==> config.mk <==
export PLATFORM = sky130hd
export DESIGN_NAME = alu_writeback_flat
export DESIGN_NICKNAME = d
export VERILOG_FILES = /design/src/rtl/alu_writeback_if.sv /design/src/rtl/alu_writeback.sv /design/src/flat_wrapper.sv
export SDC_FILE = /design/constraint.sdc
export NUM_CORES = 1
export LEC_CHECK = 0
export ABC_CLOCK_PERIOD_IN_PS = 1600
export BUFFER_PORTS_ARGS = -buffer_cell sky130_fd_sc_hd__buf_4
export CELL_PAD_IN_SITES_DETAIL_PLACEMENT = 1
export CELL_PAD_IN_SITES_GLOBAL_PLACEMENT = 1
export CORE_MARGIN = 4
export CORE_UTILIZATION = 39
export DETAILED_ROUTE_END_ITERATION = 6
export MAX_ROUTING_LAYER = met4
export PLACE_DENSITY = 0.88
export REMOVE_ABC_BUFFERS = 1
export SKIP_CTS_REPAIR_TIMING = 1
export SYNTH_ARGS = -nofsm -noshare
export SYNTH_HDL_FRONTEND = slang
export SYNTH_SLANG_ARGS = --single-unit
==> constraint.sdc <==
create_clock -name clk -period 1.6 [get_ports clk]
set_input_delay 0.32 -clock clk [delete_from_list [all_inputs] [get_ports clk]]
set_output_delay 0.32 -clock clk [all_outputs]
set_load 0.005 [all_outputs]
==> src/rtl/alu_writeback_if.sv <==
// alu_writeback_if: ALU-result input bus and register-file write port
// of the writeback stage, bundled with master (producer/consumer side)
// and slave (writeback stage side) views.
interface alu_writeback_if #(
  parameter int REG_AW = 5
);
  logic              in_valid;
  logic              in_ready;
  logic [63:0]       in_result;
  logic              in_carry;
  logic [1:0]        in_size;
  logic [REG_AW-1:0] in_dest;
  logic [63:0]       in_old;
  logic              wb_valid;
  logic              wb_ready;
  logic [REG_AW-1:0] wb_addr;
  logic [63:0]       wb_data;
  logic [2:0]        flags;

  modport master (
    output in_valid, in_result, in_carry, in_size, in_dest, in_old, wb_ready,
    input  in_ready, wb_valid, wb_addr, wb_data, flags
  );

  modport slave (
    input  in_valid, in_result, in_carry, in_size, in_dest, in_old, wb_ready,
    output in_ready, wb_valid, wb_addr, wb_data, flags
  );
endinterface

==> src/rtl/alu_writeback.sv <==
// alu_writeback: merges sized ALU results into the old destination value,
// queues them in a DEPTH-entry FIFO and drives the register-file write port.
// Optional feature macro ALU_WB_FLAGS_EN: per-entry Z/N/C flags and the
// committed flags register. Without it, flags is tied to zero.
module alu_writeback #(
  parameter int DEPTH  = 2,
  parameter int REG_AW = 5
) (
  input  logic            clk,
  input  logic            rst_n,
  alu_writeback_if.slave  bus
);
  localparam int PW = $clog2(DEPTH);
  localparam int CW = $clog2(DEPTH + 1);
  localparam logic [CW-1:0] DEPTH_C = CW'(DEPTH);

  // Partial-width results overwrite only the low field of the old value.
  function automatic logic [63:0] merge_f(input logic [1:0]  size,
                                          input logic [63:0] res,
                                          input logic [63:0] old);
    logic [63:0] m;
    case (size)
      2'd0:    m = {old[63:8],  res[7:0]};
      2'd1:    m = {old[63:16], res[15:0]};
      2'd2:    m = {old[63:32], res[31:0]};
      2'd3:    m = res;
      default: m = res;
    endcase
    return m;
  endfunction

  logic [REG_AW-1:0] addr_mem_r [DEPTH];
  logic [63:0]       data_mem_r [DEPTH];
  logic [PW-1:0]     wr_ptr_r;
  logic [PW-1:0]     rd_ptr_r;
  logic [CW-1:0]     count_r;
  logic              in_ready_s;
  logic              wb_valid_s;
  logic              push_s;
  logic              pop_s;
  logic [63:0]       merge_s;

  // Ready depends only on stored occupancy, so a pop never frees a slot
  // for a push in the same cycle.
  assign in_ready_s   = (count_r < DEPTH_C);
  assign wb_valid_s   = (count_r != {CW{1'b0}});
  assign push_s       = bus.in_valid && in_ready_s;
  assign pop_s        = wb_valid_s && bus.wb_ready;
  assign merge_s      = merge_f(bus.in_size, bus.in_result, bus.in_old);

  assign bus.in_ready = in_ready_s;
  assign bus.wb_valid = wb_valid_s;
  assign bus.wb_addr  = addr_mem_r[rd_ptr_r];
  assign bus.wb_data  = data_mem_r[rd_ptr_r];

  // FIFO storage: cleared on reset, written at the tail on accept.
  always_ff @(posedge clk or negedge rst_n) begin
    if (!rst_n) begin
      for (int i = 0; i < DEPTH; i++) begin
        addr_mem_r[i] <= {REG_AW{1'b0}};
        data_mem_r[i] <= 64'h0;
      end
    end else if (push_s) begin
      addr_mem_r[wr_ptr_r] <= bus.in_dest;
      data_mem_r[wr_ptr_r] <= merge_s;
    end
  end

  // Pointer and occupancy bookkeeping; pointers wrap naturally at DEPTH.
  always_ff @(posedge clk or negedge rst_n) begin
    if (!rst_n) begin
      wr_ptr_r <= {PW{1'b0}};
      rd_ptr_r <= {PW{1'b0}};
      count_r  <= {CW{1'b0}};
    end else begin
      if (push_s) begin
        wr_ptr_r <= wr_ptr_r + PW'(1);
      end
      if (pop_s) begin
        rd_ptr_r <= rd_ptr_r + PW'(1);
      end
      case ({push_s, pop_s})
        2'b10:   count_r <= count_r + CW'(1);
        2'b01:   count_r <= count_r - CW'(1);
        default: count_r <= count_r;
      endcase
    end
  end

`ifdef ALU_WB_FLAGS_EN
  // Z/N over the sized field only; C passes straight from the ALU.
  function automatic logic [2:0] flags_f(input logic [1:0]  size,
                                         input logic [63:0] res,
                                         input logic        carry);
    logic z;
    logic n;
    case (size)
      2'd0:    begin z = (res[7:0]  == 8'h0);  n = res[7];  end
      2'd1:    begin z = (res[15:0] == 16'h0); n = res[15]; end
      2'd2:    begin z = (res[31:0] == 32'h0); n = res[31]; end
      2'd3:    begin z = (res == 64'h0);       n = res[63]; end
      default: begin z = (res == 64'h0);       n = res[63]; end
    endcase
    return {z, n, carry};
  endfunction

  logic [2:0] flag_mem_r [DEPTH];
  logic [2:0] flags_r;

  // Per-entry flags captured at accept alongside the data.
  always_ff @(posedge clk or negedge rst_n) begin
    if (!rst_n) begin
      for (int i = 0; i < DEPTH; i++) begin
        flag_mem_r[i] <= 3'b000;
      end
    end else if (push_s) begin
      flag_mem_r[wr_ptr_r] <= flags_f(bus.in_size, bus.in_result, bus.in_carry);
    end
  end

  // Architectural flags commit when the head entry is written back.
  always_ff @(posedge clk or negedge rst_n) begin
    if (!rst_n) begin
      flags_r <= 3'b000;
    end else if (pop_s) begin
      flags_r <= flag_mem_r[rd_ptr_r];
    end else begin
      flags_r <= flags_r;
    end
  end

  assign bus.flags = flags_r;
`else
  logic unused_carry_s;
  assign unused_carry_s = bus.in_carry;
  assign bus.flags      = 3'b000;
`endif
endmodule

==> src/flat_wrapper.sv <==
// flat-port wrapper written by rule: the top's interface ports become plain ports
module alu_writeback_flat 
#(
  parameter int DEPTH  = 2,
  parameter int REG_AW = 5
)
  (clk, rst_n, bus_in_valid, bus_in_result, bus_in_carry, bus_in_size, bus_in_dest, bus_in_old, bus_wb_ready, bus_in_ready, bus_wb_valid, bus_wb_addr, bus_wb_data, bus_flags);
  alu_writeback_if #(.REG_AW(REG_AW)) bus_i ();
  input  logic clk;
  input  logic rst_n;
  input wire logic [$bits(bus_i.in_valid)-1:0] bus_in_valid;
  input wire logic [$bits(bus_i.in_result)-1:0] bus_in_result;
  input wire logic [$bits(bus_i.in_carry)-1:0] bus_in_carry;
  input wire logic [$bits(bus_i.in_size)-1:0] bus_in_size;
  input wire logic [$bits(bus_i.in_dest)-1:0] bus_in_dest;
  input wire logic [$bits(bus_i.in_old)-1:0] bus_in_old;
  input wire logic [$bits(bus_i.wb_ready)-1:0] bus_wb_ready;
  output wire logic [$bits(bus_i.in_ready)-1:0] bus_in_ready;
  output wire logic [$bits(bus_i.wb_valid)-1:0] bus_wb_valid;
  output wire logic [$bits(bus_i.wb_addr)-1:0] bus_wb_addr;
  output wire logic [$bits(bus_i.wb_data)-1:0] bus_wb_data;
  output wire logic [$bits(bus_i.flags)-1:0] bus_flags;
  assign bus_i.in_valid = bus_in_valid;
  assign bus_i.in_result = bus_in_result;
  assign bus_i.in_carry = bus_in_carry;
  assign bus_i.in_size = bus_in_size;
  assign bus_i.in_dest = bus_in_dest;
  assign bus_i.in_old = bus_in_old;
  assign bus_i.wb_ready = bus_wb_ready;
  assign bus_in_ready = bus_i.in_ready;
  assign bus_wb_valid = bus_i.wb_valid;
  assign bus_wb_addr = bus_i.wb_addr;
  assign bus_wb_data = bus_i.wb_data;
  assign bus_flags = bus_i.flags;
  alu_writeback #(.DEPTH(DEPTH), .REG_AW(REG_AW)) u_core (.clk(clk), .rst_n(rst_n), .bus(bus_i));
endmodule
# After elaboration in Yosys (flattened, before gate mapping)
# Cells that the tools add are included.
dict set report op_classes {
  bitwise_logic 2
  mux 14
  reduce_logical 6
  eq_ne 5
  n_lt_le_gt_ge 4
  addsub 4
}
# op n
set op_table {}
lappend op_table {{2-to-1 mux 64 bit} 4}
lappend op_table {{case mux 64 bit (4 select lines)} 1}
lappend op_table {{bitwise mux 128 bit} 1}
lappend op_table {{demux 64 bit (select 1 bit)} 1}
lappend op_table {{2-to-1 mux 5 bit} 4}
lappend op_table {{bitwise mux 10 bit} 1}
lappend op_table {{== test 2 bit, second input constant} 3}
lappend op_table {{demux 5 bit (select 1 bit)} 1}
lappend op_table {{== test 2 x 1 -> 1 bit, second input constant} 2}
lappend op_table {{>= comparator 2 bit, second input constant} 2}
lappend op_table {{inverter 1 -> 2 bit} 2}
lappend op_table {{case mux 2 bit (2 select lines)} 1}
lappend op_table {{nonzero test 2 bit} 2}
lappend op_table {{logical AND 1 bit} 3}
lappend op_table {{adder 1 bit, second input constant} 2}
lappend op_table {{adder 2 x 1 -> 2 bit, second input constant} 1}
lappend op_table {{zero test 2 bit} 1}
lappend op_table {{less-than comparator 2 x 1 -> 1 bit, second input constant} 1}
lappend op_table {{less-than comparator 2 bit, second input constant} 1}
lappend op_table {{subtractor 2 x 1 -> 2 bit, second input constant} 1}
dict set report word_totals {
  reg_bits 142
  out_inout_bits 74
  wordCells 42
  input_bits 140
}

# Depth between registers and ports, before layout
dict set report logic_depth {
  word_depth 6
  mapped_depth 6
  ltp_nobuf 6
}

# Worst setup path before layout
# Ideal clock, no wire load.
dict set report synth_timing {
  kind {register -> register}
  start {register u_core.count_r[1]}
  end {register u_core.count_r[1]}
  path_slack_ns 0.109
  path_buffers 0
  arrival_ns 1.412
  synth_period_minus_slack_ns 1.491
  t_required_ns 1.520
  path_stages_with_launch 6
  setup_time_ns 0.080
  path_cell_list {dfrtp_1 -> or2_2 -> and2_1 -> ha_1 -> nor2_1 -> xnor2_1}
}
dict set report synth_via {
  elab_chain_cells 4
  word_cells_on_any_way 10
  classes_between {add/sub (2); order compare (1); eq/ne (2); mux (1); reduce/logical (4)}
}
# element line_no
set synth_lines {}
lappend synth_lines {{from (decl)} alu_writeback.sv:36} ;# logic [CW-1:0] count_r;
lappend synth_lines {{from (signal assigned)} alu_writeback.sv:74} ;# count_r <= {CW{1'b0}};
lappend synth_lines {{from (signal assigned)} alu_writeback.sv:83} ;# 2'b10: count_r <= count_r + CW'(1);
lappend synth_lines {{from (signal assigned)} alu_writeback.sv:84} ;# 2'b01: count_r <= count_r - CW'(1);
lappend synth_lines {{nonzero test 2 bit (*)} alu_writeback.sv:46} ;# assign wb_valid_s = (count_r != {CW{1'b0}});
lappend synth_lines {{via bus_wb_valid} flat_wrapper.sv:19} ;# output wire logic [$bits(bus_i.wb_valid)-1:0] bus_wb_valid;
lappend synth_lines {{logical AND 1 bit (*)} alu_writeback.sv:48} ;# assign pop_s = wb_valid_s && bus.wb_ready;
lappend synth_lines {{via u_core.pop_s} alu_writeback.sv:40} ;# logic pop_s;
lappend synth_lines {{== test 2 x 1 -> 1 bit or == test 2 bit (tied branches)} alu_writeback.sv:82} ;# case ({push_s, pop_s})
lappend synth_lines {{case mux 2 bit (2 select lines) or nonzero test 2 bit (tied branches)} --}
# The timed path passes the listed nets; every way through them passes the cells marked *.
# A chain may end at the register's enable or synchronous reset.

# Worst setup path in the final report
dict set report layout_timing {
  start {register u_core.rd_ptr_r}
  end {output port bus_wb_addr[1]}
}
dict set report layout_via {
  elab_chain_cells 4
}
# element line_no
set layout_lines {}
lappend layout_lines {{from (decl)} alu_writeback.sv:35} ;# logic [PW-1:0] rd_ptr_r;
lappend layout_lines {{from (signal assigned)} alu_writeback.sv:73} ;# rd_ptr_r <= {PW{1'b0}};
lappend layout_lines {{from (signal assigned)} alu_writeback.sv:80} ;# rd_ptr_r <= rd_ptr_r + PW'(1);
lappend layout_lines {{inverter 1 -> 2 bit (implied by the code)} alu_writeback.sv:53} ;# assign bus.wb_addr = addr_mem_r[rd_ptr_r];
lappend layout_lines {{2-to-1 mux 5 bit (implied by the code) (3 in a row)} alu_writeback.sv:53}
lappend layout_lines {{to (decl)} flat_wrapper.sv:20} ;# output wire logic [$bits(bus_i.wb_addr)-1:0] bus_wb_addr;
# Every way passes these cells. The select of a mux whose other input is x is not followed.

==> results.toml <==
[routing]
drtAntennaViolNets = 0
first_pass_iters = 4
vias_per_cell = 4.955
drc_errors = 0
vias = 5014
initialDrtViolationCount = 123
wl_per_cell_um = 17.67
wirelength_mm = 17.88

[sta]
hold_viol = 0
setup_ws_ps = -328.5
setup-violations-final = 69
max_freq_ghz = 0.5185
slew_viol_final = 0
finClkSkew_ps = 5.504
grt_setup_unrepaired = "true"
timing.final.crit_share_pct = 120.5
min_period_ps = 1928

[global_route]
grt_overflow = 0
grt_pass1_wl_mm = 29.25
grt_use_total_pct = 19.16
grt_max_degree = 73
grt_pass1_vias = 5696
antenna_found_initial = 0

[setup_path]
cpPeakStageDelay_ps = 410
critPathArrivalTime_ps = 1610
regToRegSetupSlack_ps = 30
path_buf_inv = 2
critPathMaxFanout = 38
reg2reg_depth = 4
cp-start-kind = "register"
path_cells = "buf_12, mux2_2, buf_4"
crit_slowest_cell = "dfrtp_2"
rr_endpoint = "u_core.addr_mem_r[7]"
critPathTopFamily = "flip-flops"
worst-setup-path-type = "reg2out"
endpoint_kind = "output port"
cp.required_ps = 1280
rr_startpoint = "u_core.wr_ptr_r"

[power]
power.share.clock_pct = 23.3
internal_power_mw = 12.81
peakVddDrop_v = 0.001109
p_sw_mw = 5.866
leakagePower_nw = 4.413
pwr-share-seq_pct = 33.8
combPwrFrac_pct = 42.8
pwr_density_cell_nw_per_um2 = 2036
swShare_pct = 31.42

[place]
place_congestion = 0.7069
dpl.hpwl_mm = 12.27
detailedPlace.worstSlack_ps = 6.970
portBuffers = 201

[synth]
netlist.area_leader.share_pct = 53.61
yosys.cell_types.count = 24
ys_seq_area_share_pct = 53.61
synth_area_leaders = "dfrtp_1 (54%), mux2_2 (16%), mux2i_1 (8.5%), a21oi_1 (4.2%), o21ai_0 (3.8%)"
synth_seq_cells = 142
synth_area_per_cell_um2 = 11.51
syn_area_um2 = 6629
yosys_warnings = 0
yosysTopAreaCell = "dfrtp_1"
syn-instance-count = 576

[floorplan]
die_x_um = 138.4
die_h_um = 138.4
ios = 214
placementRows = 47
dieArea_um2 = 19150
core_area_um2 = 16640
start_util_pct = 39.83

[worst_hold_path]
hold_end = "u_core.addr_mem_r[8]"
hp-class = "in2reg"
hold_start = "bus_in_dest[3]"
hold_depth = 2

[cells_and_area]
final_cell_mix = "buf_4 (210), dfrtp_1 (139), mux2_2 (92)"
drive_gt1_share_pct = 45.45
n_fill_cell = 1764
final-seq-area_um2 = 3557
antenna_cells = 0
multi_input_area_um2 = 2795
nets = 920
syn_to_final_growth_pct = 38.34
finish.utilization_pct = 55.10
final_common_cell = "buf_4"

[clock_network]
clock_latency_ps = 400
cts-htree-levels = 4
cts.sinks = 142
cts_buffers = 17
cts_buffer_depth = 2
cts_tree = "built"
path_clk_slew_ps = 60
cts_root_buffer = "clkbuf_16"

[run]
max-cap-violations = 0

[run_status]
violations = "negative setup slack"
status = "complete, but fails checks"
==> Yosys cell counts <==
library cell	number
nand3b_4	1
nand2_1	57
mux2i_1	56
and2_1	1
o21ai_0	50
buf_2	13
dfrtp_1	142
nand2_4	1
xnor2_1	4
buf_4	12
o21ai_1	6
a21oi_1	56
mux2_2	92
inv_1	1
clkbuf_1	7
xor2_1	1
nor3b_2	1
buf_6	11
conb_1	1
or2_2	1
ha_1	1
nor2_8	1
nor2_1	57
mux2_4	3
==> worst max-delay path by stage <==
stage	start	end	slack [ps]	cells after the start
6_report	u_core.rd_ptr_r	bus_wb_addr[1]	-330	3
5_1_grt	u_core.rd_ptr_r	bus_wb_addr[1]	-390	3
4_1_cts	u_core.rd_ptr_r	bus_wb_addr[1]	-360	3
3_5_place_dp	u_core.count_r[1]	u_core.count_r[1]	7	5
3_3_place_gp	u_core.count_r[1]	u_core.count_r[1]	70	5
2_1_floorplan	u_core.wr_ptr_r	u_core.addr_mem_r[5]	-3230	2
==> registers in the layout, summed over array words and instances, names as in the netlist <==
name / cells
u_core.addr_mem_r: 10
u_core.data_mem_r: 128
u_core.rd_ptr_r: 1
u_core.wr_ptr_r: 1
u_core.count_r: 2
==> per-stage QoR <==
| stage | std cells | hold slack [ps] | TNS, ps | power [mW] | cell area (um2) |
|---|---|---|---|---|---|
| after CTS | 1006 | -235.3 | -21700 | 18.70 | 9045 |
| after global routing | 1012 | 149.7 | -23910 | 20.02 | 9170 |
| final | 1012 | 157.9 | -19870 | 18.67 | 9170 |
| after detailed placement | 974 | 200.3 | 0 | 14.14 | 8387 |
| after floorplan | 535 | 24.41 | -271590 | 10.26 | 6331 |
| after global placement | 974 | 207.1 | 0 | 13.70 | 8387 |
==> area by class of cell <==
cell class,count,area share [%]
timing repair buffer,225,20.51
sequential,142,38.79
clock inverter,10,2.006
tap,220,3.002
inverter,1,0.04093
clock buffer,22,5.171
multi-input combinational,392,30.48
==> metal layers <==
metal | global-route usage, % | share of wire, %
met3 | 4.489 | 5.2
met5 | - | 0
met2 | 33.48 | 53
met1 | 21.94 | 40
met4 | 5.772 | 1.5
==> worst reg2reg max path, stage by stage (launching register included) <==
cell and delay, ps:
dfrtp_2 450, nor3b_4 300, buf_4 200, clkbuf_16 170, mux2_2 330
==> cells by family after synthesis <==
family,after synthesis,synth area share (%)
AOI/OAI and AO/OA,112,8.456
muxes,151,24.76
adders and majority gates,1,0.1887
other,1,0.05657
buffers and inverters,44,4.662
DFF,142,53.61
and+or+nand+nor,120,7.607
xor gates and xnor gates,5,0.6606
==> power by group through the flow <==
stage	Clock, mW	Combinational, mW	Sequential [mW]
6_report	4.36	7.99	6.32
5_1_grt	4.65	8.83	6.54
4_1_cts	4.45	7.95	6.30
3_5_place_dp	0	7.82	6.33
3_3_place_gp	0	7.52	6.18
2_1_floorplan	0	4.04	6.22
(Power assumes the default switching activity.)
